## src/rtl/sbd_sqrt_fp_ctrl.sv

```systemverilog
// ---------------------------------------------------------------------------
// sbd_sqrt_fp_ctrl
//
// Issue/pack stage around the sbd_sqrt_fp32 integer square-root core.
// It accepts one IEEE-754 single operand at a time and classifies it.
// Special operands (zero/denormal, NaN, +inf, negative) are answered
// directly. Normal operands are aligned into a radicand and handed to the
// core. The integer root that comes back is rounded to nearest-even, packed
// into a single and returned.
//
// Handshake: a transfer happens on a rising CLK edge where VALID and READY
// are both 1. The producer holds VALID and DATA steady until that edge.
// READY may be low while VALID waits. Both channels follow this rule.
//
// Ports:
//   CLK, RST_N       clock (rising edge), asynchronous active-low reset
//   IN_VALID/READY   operand channel; IN_DATA is the operand
//   OUT_VALID/READY  result channel; OUT_DATA is the result, OUT_INVALID
//                    is the invalid-operation flag
//   CORE_VAL         core VAL_IN; held from ISSUE entry until VAL_OUT
//   CORE_RAD         aligned radicand (MW bits)
//   CORE_VAL_OUT     core done pulse; CORE_ROOT/CORE_REM_NZ valid with it
//   BUSY             controller is not idle
//   DBG_STATE        current FSM state encoding
// ---------------------------------------------------------------------------
module sbd_sqrt_fp_ctrl #(
    parameter int          MW   = 52,
    parameter int          RW   = 26,
    parameter logic [31:0] QNAN = 32'h7FC00000
) (
    input  logic          CLK,
    input  logic          RST_N,
    input  logic          IN_VALID,
    output logic          IN_READY,
    input  logic [31:0]   IN_DATA,
    output logic          OUT_VALID,
    input  logic          OUT_READY,
    output logic [31:0]   OUT_DATA,
    output logic          OUT_INVALID,
    output logic          CORE_VAL,
    output logic [MW-1:0] CORE_RAD,
    input  logic          CORE_VAL_OUT,
    input  logic [RW-1:0] CORE_ROOT,
    input  logic          CORE_REM_NZ,
    output logic          BUSY,
    output logic [2:0]    DBG_STATE
);

    typedef enum logic [2:0] {
        S_IDLE   = 3'd0,
        S_BYPASS = 3'd1,
        S_ISSUE  = 3'd2,
        S_PACK   = 3'd3,
        S_DONE   = 3'd4
    } state_t;

    state_t r_state, w_next;

    logic          r_out_valid, r_out_invalid, r_core_val;
    logic [31:0]   r_out_data;
    logic [MW-1:0] r_core_rad;
    logic [31:0]   r_byp_data;
    logic          r_byp_inv;
    logic [7:0]    r_exp;
    logic [RW-1:0] r_root;
    logic          r_rem_nz;

    // -------------------------------------------------------------------
    // Operand classification (combinational on IN_DATA)
    // -------------------------------------------------------------------
    logic          w_sign;
    logic [7:0]    w_e;
    logic [22:0]   w_f;
    logic          w_special;
    logic [31:0]   w_byp_data;
    logic          w_byp_inv;
    logic [23:0]   w_m;
    logic [8:0]    w_exp_sum;
    logic [MW-1:0] w_rad;

    assign w_sign = IN_DATA[31];
    assign w_e    = IN_DATA[30:23];
    assign w_f    = IN_DATA[22:0];
    assign w_m    = {1'b1, w_f};

    always_comb begin
        w_special  = 1'b1;
        w_byp_data = QNAN;
        w_byp_inv  = 1'b0;
        if (w_e == 8'd0) begin
            // zero and denormals flush to a signed zero
            w_byp_data = {w_sign, 31'd0};
        end else if (w_e == 8'hFF && w_f != 23'd0) begin
            w_byp_inv = ~w_f[22];
        end else if (w_e == 8'hFF && !w_sign) begin
            w_byp_data = 32'h7F800000;
        end else if (w_sign) begin
            w_byp_inv = 1'b1;
        end else begin
            w_special = 1'b0;
        end
    end

    // Unbiased e = E-127 is odd exactly when E is even. Odd e gets one
    // extra left shift so the remaining exponent is even and halves cleanly.
    assign w_rad = w_e[0] ? {1'b0, w_m, {(MW-25){1'b0}}}
                          : {w_m, {(MW-24){1'b0}}};

    // (e >>> 1) + 127 equals (E + 127) >> 1 for every normal E, which
    // avoids signed arithmetic; the result always lies in 64..190.
    assign w_exp_sum = {1'b0, w_e} + 9'd127;

    // -------------------------------------------------------------------
    // Round-to-nearest-even and pack (combinational on latched root)
    // -------------------------------------------------------------------
    logic [23:0] w_mant;
    logic        w_g, w_s, w_inc;
    logic [24:0] w_sum;
    logic [31:0] w_pack;

    assign w_mant = r_root[RW-1 -: 24];
    assign w_g    = r_root[RW-25];
    assign w_s    = (|r_root[RW-26:0]) | r_rem_nz;
    assign w_inc  = w_g & (w_s | w_mant[0]);
    assign w_sum  = {1'b0, w_mant} + {24'd0, w_inc};
    // a carry out of the 24-bit significand means it rounded up to 2.0
    assign w_pack = w_sum[24] ? {1'b0, r_exp + 8'd1, 23'd0}
                              : {1'b0, r_exp, w_sum[22:0]};

    // -------------------------------------------------------------------
    // FSM
    // -------------------------------------------------------------------
    always_ff @(posedge CLK or negedge RST_N) begin
        if (!RST_N) r_state <= S_IDLE;
        else        r_state <= w_next;
    end

    always_comb begin
        w_next = r_state;
        case (r_state)
            S_IDLE:   if (IN_VALID) w_next = w_special ? S_BYPASS : S_ISSUE;
            S_BYPASS: w_next = S_DONE;
            S_ISSUE:  if (CORE_VAL_OUT) w_next = S_PACK;
            S_PACK:   w_next = S_DONE;
            S_DONE:   if (OUT_READY) w_next = S_IDLE;
            default:  w_next = S_IDLE;
        endcase
    end

    // -------------------------------------------------------------------
    // Datapath registers
    // -------------------------------------------------------------------
    always_ff @(posedge CLK or negedge RST_N) begin
        if (!RST_N) begin
            r_out_valid   <= 1'b0;
            r_out_invalid <= 1'b0;
            r_out_data    <= 32'd0;
            r_core_val    <= 1'b0;
            r_core_rad    <= '0;
            r_byp_data    <= 32'd0;
            r_byp_inv     <= 1'b0;
            r_exp         <= 8'd0;
            r_root        <= '0;
            r_rem_nz      <= 1'b0;
        end else begin
            case (r_state)
                S_IDLE: begin
                    if (IN_VALID) begin
                        r_byp_data <= w_byp_data;
                        r_byp_inv  <= w_byp_inv;
                        r_exp      <= w_exp_sum[8:1];
                        if (!w_special) begin
                            r_core_rad <= w_rad;
                            r_core_val <= 1'b1;
                        end
                    end
                end
                S_BYPASS: begin
                    r_out_data    <= r_byp_data;
                    r_out_invalid <= r_byp_inv;
                    r_out_valid   <= 1'b1;
                end
                S_ISSUE: begin
                    // drop VAL_IN on the done edge, else the core restarts
                    if (CORE_VAL_OUT) begin
                        r_core_val <= 1'b0;
                        r_root     <= CORE_ROOT;
                        r_rem_nz   <= CORE_REM_NZ;
                    end
                end
                S_PACK: begin
                    r_out_data    <= w_pack;
                    r_out_invalid <= 1'b0;
                    r_out_valid   <= 1'b1;
                end
                S_DONE: begin
                    if (OUT_READY) r_out_valid <= 1'b0;
                end
                default: ;
            endcase
        end
    end

    assign IN_READY    = (r_state == S_IDLE) & RST_N;
    assign BUSY        = (r_state != S_IDLE);
    assign DBG_STATE   = r_state;
    assign OUT_VALID   = r_out_valid;
    assign OUT_DATA    = r_out_data;
    assign OUT_INVALID = r_out_invalid;
    assign CORE_VAL    = r_core_val;
    assign CORE_RAD    = r_core_rad;

endmodule

```

## config.mk

```make
export PLATFORM = sky130hd
export DESIGN_NAME = sbd_sqrt_fp_ctrl
export DESIGN_NICKNAME = d
export VERILOG_FILES = /design/src/rtl/sbd_sqrt_fp_ctrl.sv
export SDC_FILE = /design/constraint.sdc
export NUM_CORES = 1
export LEC_CHECK = 0
export ABC_AREA = 1
export CAP_MARGIN = 20
export CORE_ASPECT_RATIO = 0.8
export CORE_MARGIN = 3
export CORE_UTILIZATION = 30
export DETAILED_ROUTE_END_ITERATION = 10
export GPL_ROUTABILITY_DRIVEN = 0
export PLACE_DENSITY = 0.56
export RECOVER_POWER = 50
export SYNTH_ARGS = -nofsm -noshare
export SYNTH_HDL_FRONTEND = slang
export SYNTH_SLANG_ARGS = --single-unit
```

## constraint.sdc

```tcl
create_clock -name CLK -period 2.27 [get_ports CLK]
set_clock_uncertainty 0.05 [all_clocks]
set_input_delay 0.227 -clock CLK [delete_from_list [all_inputs] [get_ports CLK]]
set_output_delay 0.227 -clock CLK [all_outputs]
set_load 0.05 [all_outputs]
```

==> results.toml, run 1 <==
[synthesis]
syn-instance-count = 698
ys_seq_elements = 102
synth_fa_ha_area_share_pct = 1.13
seq_area_frac_synth_pct = 46.3
synth-edff-count = 0
synthMuxAreaShare_pct = 3.68
ys_types = 43
yosys.area_share.xor_xnor_pct = 1.91
synth_compound_area_share_pct = 8.39
synth_top_family_by_area = "simple AND/OR/NAND/NOR gates"
synth_async_sr_flop_share_pct = 100
yosysWarnings = 0
syn_avg_cell_area_sq_um = 7.90
synthFlopType = "dfrtp_1"
synth_area_sq_um = 5520
synthSimpleGateAreaFrac_pct = 28.1

[route]
via_per_inst = 4.45
drt-total-wl_microns = 15100
num_vias = 4703
dr.pass1.iters = 7
drc = 0
wl_per_cell_microns = 14.3
drt_iter0_markers = 297
antenna_left = 0

[sta]
maxSlewHeadroom_pct = 6.48
rsz0062_at_grt = "false"
max_freq_mhz = 498
timing.setup.tns_ns = 0
fin_crit_sh_pct = 88.4
worst_pin_slew_ns = 1.40
fin_crit_ns = 2.01
hold_slack_ns = 0.405
setup_viol = 0
final_hold_viol_count = 0
final-max-slew-violation-count = 0

[floorplanning]
rows = 43
die_height_microns = 127
io-pin-count = 156
initial_core_util_pct = 31.2
die_x_microns = 158
dieArea_sq_um = 20100
core_sq_um = 17700

[global_routing]
grt_pass1_wl_microns = 24700
gr-usage-all-layers_pct = 15.6
grt_max_degree = 103
grt_pass1_vias = 4581
antenna_found_initial = 0
grt-ovfl-total = 0

[worst_setup_path]
required_ns = 1.99
start_kind = "flop"
cp_slowest_stage_delay_ns = 0.55
end_kind = "output port"
cpMaxStageDelayCell = "dlygate4sd2_1"
crit_type = "flop to output port"
cp_max_fo = 6
arrival_ns = 1.73
path_cells = "inv_1 -> nand2_2 -> dlygate4sd2_1"

[clock_tree]
cts_tree = "done"
root_buffer = "clkbuf_16"
clk_latency_ns = 0.35
cts_made_buffers = 9
h-tree-depth = 3
clockBufferDepth = 2
clk_pin_slew_ns = 0.07
cts_setup_buffers = 0
cts.sinks = 102

[final_layout]
area_delta_synth_final_pct = 31.8
drive_above_1_share_pct = 7.58
fin_util_pct = 41.1
final_cell_mix = "nand2_1, clkdlybuf4s50_1, dfrtp_1"
diodes = 0
nets = 895
final_common_cell = "nand2_1"
nFillCells = 1815

[power_and_ir_drop]
ir_worst_vdd_uv = 669
leakagePower_nw = 3.47
powerDensity_nw_per_um2 = 1380

[hold_path]
min_path_type = "input port to flop"

[status]
status = "finished, final reports clean"

[place]
port_buffers = 128
dp_hpwl_microns = 11500

[flow_run]
max_cap_viol_count = 0
==> layer usage <==
layer	routed length [microns]	global-route usage [%]
met1	7780	23.6
met2	6480	22.9
met3	652	3.25
met4	193	3.93
met5	0	0
==> logic make-up (layout without fill, tap and decap cells) <==
kind of cell	after synthesis	count (layout)
compound gates	87	87
xor+xnor	12	12
fa+ha+maj	5	5
buf+inv	118	225
flops	102	102
mux	18	18
other cells	1	27
simple gates	355	355
==> final timing paths <==
| kind | startpoint | end | slack [ns] | cells after the start |
|---|---|---|---|---|
| max | DBG_STATE[1]$_DFFE_PN0P_ | BUSY | 0.26 | 3 |
| min | CORE_ROOT[16] | r_root[16]$_DFFE_PN0P_ | 0.40 | 3 |
| max reg2reg | r_root[1]$_DFFE_PN0P_ | OUT_DATA[9]$_DFFE_PN0P_ | 0.28 | 10 |
| min reg2reg | OUT_VALID$_DFFE_PN0P_ | OUT_VALID$_DFFE_PN0P_ | 0.42 | 2 |
| max in group asynchronous | RST_N | OUT_DATA[26]$_DFFE_PN0P_ | 0.43 | 3 |
| min in group asynchronous | RST_N | CORE_RAD[43]$_DFFE_PN0P_ | 0.84 | 3 |
==> metrics by stage <==
stage	setup slack (ns)	instances	power, mW	area, sq um
after floorplan	0.231	724	6.69	5610
after global placement	0.132	1039	8.43	6960
after detailed placement	0.0807	1039	8.45	6960
after CTS	0.224	1056	10.2	7300
after global routing	0.0615	1056	10.8	7270
final	0.263	1056	10.1	7270
==> area by class of cell <==
cell class	instances	area (sq um)	area share (%)
sequential	102	2550	35.1
multi-input combinational	504	2470	33.9
timing repair buffer	137	1360	18.8
tap	225	282	3.87
clock buffer	13	270	3.72
inverter	72	270	3.72
clock inverter	3	65.1	0.895
==> repair_timing <==
item                                    CTS  global route
gates resized for setup                   1             0
hold buffers                              1             0
endpoints found under the hold margin   102             0
endpoints found under the setup margin    1             0
==> cells in the mapped netlist (all sizes together) (2+ instances only) <==
| cell type | count | area, sq um |
|---|---|---|
| mux2 | 18 | 203 |
| nand3 | 37 | 185 |
| nand2 | 232 | 911 |
| nor3 | 7 | 51.3 |
| o31ai | 2 | 15.0 |
| dfrtp | 102 | 2550 |
| clkbuf | 7 | 26.3 |
| buf | 39 | 282 |
| nor2 | 66 | 310 |
| ha | 5 | 62.6 |
| o22ai | 2 | 12.5 |
| xnor2 | 6 | 52.6 |
| nand4 | 9 | 62.6 |
| o21ai | 54 | 270 |
| a21oi | 23 | 119 |
| inv | 71 | 267 |
| xor2 | 6 | 52.6 |
==> report_power, final <==
part | internal [mW] | switching (mW)
Sequential | 2.62 | 0.679
Clock | 1.06 | 0.674
Combinational | 1.69 | 3.33
Total | 5.36 | 4.69
==> flip-flops by register name, summed over array words and instances (netlist names) <==
| register | count |
|---|---|
| r_root | 26 |
| r_byp_inv | 1 |
| CORE_RAD | 25 |
| DBG_STATE | 3 |
| r_exp | 8 |
| r_rem_nz | 1 |
| OUT_INVALID | 1 |
| OUT_VALID | 1 |
| OUT_DATA | 32 |
| r_byp_data | 3 |
| CORE_VAL | 1 |
==> critical path: cells and delay by family, from the launching register on <==
family                 cells  cell delay, ns
buffers and inverters      2            0.72
flip-flops                 1            0.51
AND/OR/NAND/NOR            1            0.16
No activity file was read; power rests on OpenSTA's default activity.
==> run 2: changes to the inputs <==
Settings changed: CAP_MARGIN 20 to not set.
==> results of run 2 <==
No change in the layout: final DEF, timing and power equal those of run 1.
==> run 3: changes to the inputs <==
Settings changed: CORE_UTILIZATION 30 to 40, PLACE_DENSITY 0.56 to 0.71.
==> results.toml, run 3 (same netlist as run 1, synthesis figures left out) <==
[route]
routed-wl-met2_microns = 6050
highest_layer = "met4"
antenna_left = 0
via_per_inst = 4.67
dr.pass1.iters = 5
wl_per_cell_microns = 13.9
drt-total-wl_microns = 14000
drt-met1-wl_microns = 7060
num_vias = 4707
wl_met3_microns = 796
drc = 0
drt_iter0_markers = 251

[global_routing]
grt_pass1_wl_microns = 22800
grt_pass1_vias = 4348
grt_max_degree = 103
antenna_found_initial = 0
grt-ovfl-total = 0
gr-usage-all-layers_pct = 18.8

[floorplanning]
die_height_microns = 111
io-pin-count = 156
rows = 37
initial_core_util_pct = 41.9
dieArea_sq_um = 15200
core_sq_um = 13100
die_x_microns = 137

[place]
placed_area_sq_um = 6890
dp_hpwl_microns = 10800
port_buffers = 128
placedCellCount = 990

[clock_tree]
cts_made_buffers = 9
cts.sinks = 102
root_buffer = "clkbuf_16"
clk_pin_slew_ns = 0.07
cts_tree = "done"
clk_latency_ns = 0.35
clockBufferDepth = 2
h-tree-depth = 3

[worst_setup_path]
r2r_slack_ns = 0.31
timing.rr.end = "r_exp[4]$_DFFE_PN0P_"
cp_max_fo = 6
rr_startpoint = "DBG_STATE[1]$_DFFE_PN0P_"
cpMaxStageDelayCell = "clkdlybuf4s50_1"
crit_type = "flop to output port"
crit_start = "DBG_STATE[1]$_DFFE_PN0P_"
cp.buffers_inverters = 1
cp_slowest_stage_delay_ns = 0.86
path_cells = "clkdlybuf4s50_1"
start_kind = "flop"
end_kind = "output port"
reg2regPathDepth = 6
setup.worst_path.end = "DBG_STATE[1]"
arrival_ns = 1.69
crit_cells = 1
cp_top_family = "buffers and inverters"
required_ns = 1.99

[power_and_ir_drop]
p_seq_share_pct = 33.5
swShare_pct = 48.2
p_sw_mw = 4.71
power.share.clock_pct = 15.2
powerDensity_nw_per_um2 = 1370
leakagePower_nw = 3.45
ir_worst_vdd_uv = 810
p_int_mw = 5.07
comb_power_share_pct = 51.3

[sta]
max_freq_mhz = 508
final_hold_viol_count = 0
hold_slack_ns = 0.413
rsz0062_at_grt = "false"
fin_crit_sh_pct = 86.7
timing.setup.tns_ns = 0
fin_crit_ns = 1.97
worst_pin_slew_ns = 1.40
final-max-slew-violation-count = 0
setup_viol = 0
maxSlewHeadroom_pct = 6.37

[flow_run]
max_cap_viol_count = 0

[final_layout]
fin_cells = 1007
largest_reg_flops = 32
drive_above_1_share_pct = 7.57
final_common_cell = "nand2_1"
final_cell_mix = "nand2_1, clkdlybuf4s50_1, dfrtp_1"
nets = 896
area_delta_synth_final_pct = 29.7
diodes = 0
fin_util_pct = 54.4
final_cell_area_sq_um = 7150

[hold_path]
min_path_type = "input port to flop"

[status]
status = "finished, final reports clean"
-- run 3: cell type report --
class | count | area (sq um)
multi-input cells | 504 | 2460
clock buffers | 9 | 225
inverters | 72 | 270
clock inverters | 7 | 57.6
repair buffers | 138 | 1370
fillers | 1245 | 6000
well taps | 175 | 219
flip-flops and latches | 102 | 2550
-- run 3: worst min-delay path by stage --
stage	startpoint	end	slack, ns	depth (start not counted)
after global placement	RST_N	CORE_VAL$_DFFE_PN0P_	0.31	2
after floorplan	RST_N	CORE_RAD[27]$_DFFE_PN0P_	-0.12	0
after global routing	CORE_ROOT[22]	r_root[22]$_DFFE_PN0P_	0.40	3
final	CORE_ROOT[22]	r_root[22]$_DFFE_PN0P_	0.41	3
after detailed placement	RST_N	CORE_RAD[43]$_DFFE_PN0P_	0.32	2
after CTS	CORE_ROOT[22]	r_root[22]$_DFFE_PN0P_	0.41	3
-- run 3: power groups by stage --
| stage | clock network [mW] | registers, mW | logic [mW] |
|---|---|---|---|
| 6_report | 1.49 | 3.28 | 5.02 |
| 3_3_place_gp | 0 | 3.30 | 5.02 |
| 5_1_grt | 1.61 | 3.39 | 5.43 |
| 4_1_cts | 1.52 | 3.28 | 5.10 |
| 3_5_place_dp | 0 | 3.30 | 5.08 |
| 2_1_floorplan | 0 | 4.72 | 1.97 |
-- run 3: metrics by stage --
| stage | worst slack [ns] | total power [mW] |
|---|---|---|
| CTS | 0.0419 | 9.90 |
| detailed placement | 0.0874 | 8.38 |
| finish | 0.301 | 9.78 |
| floorplan | 0.231 | 6.69 |
| global route | 0.116 | 10.4 |
| global placement | 0.186 | 8.31 |
-- run 3: repair_timing --
item / CTS / global route
buffers inserted: 0 / 0
hold endpoints to repair: 102 / 0
endpoints found under the setup margin: 0 / 2
hold buffers: 1 / 0
resized for setup: 0 / 2
-- run 3: routing by layer --
metal	up-vias	track usage, %
met2	105	26.6
li1	2423	-
met4	0	4.19
met5	-	0
met3	8	4.95
met1	2171	28.7
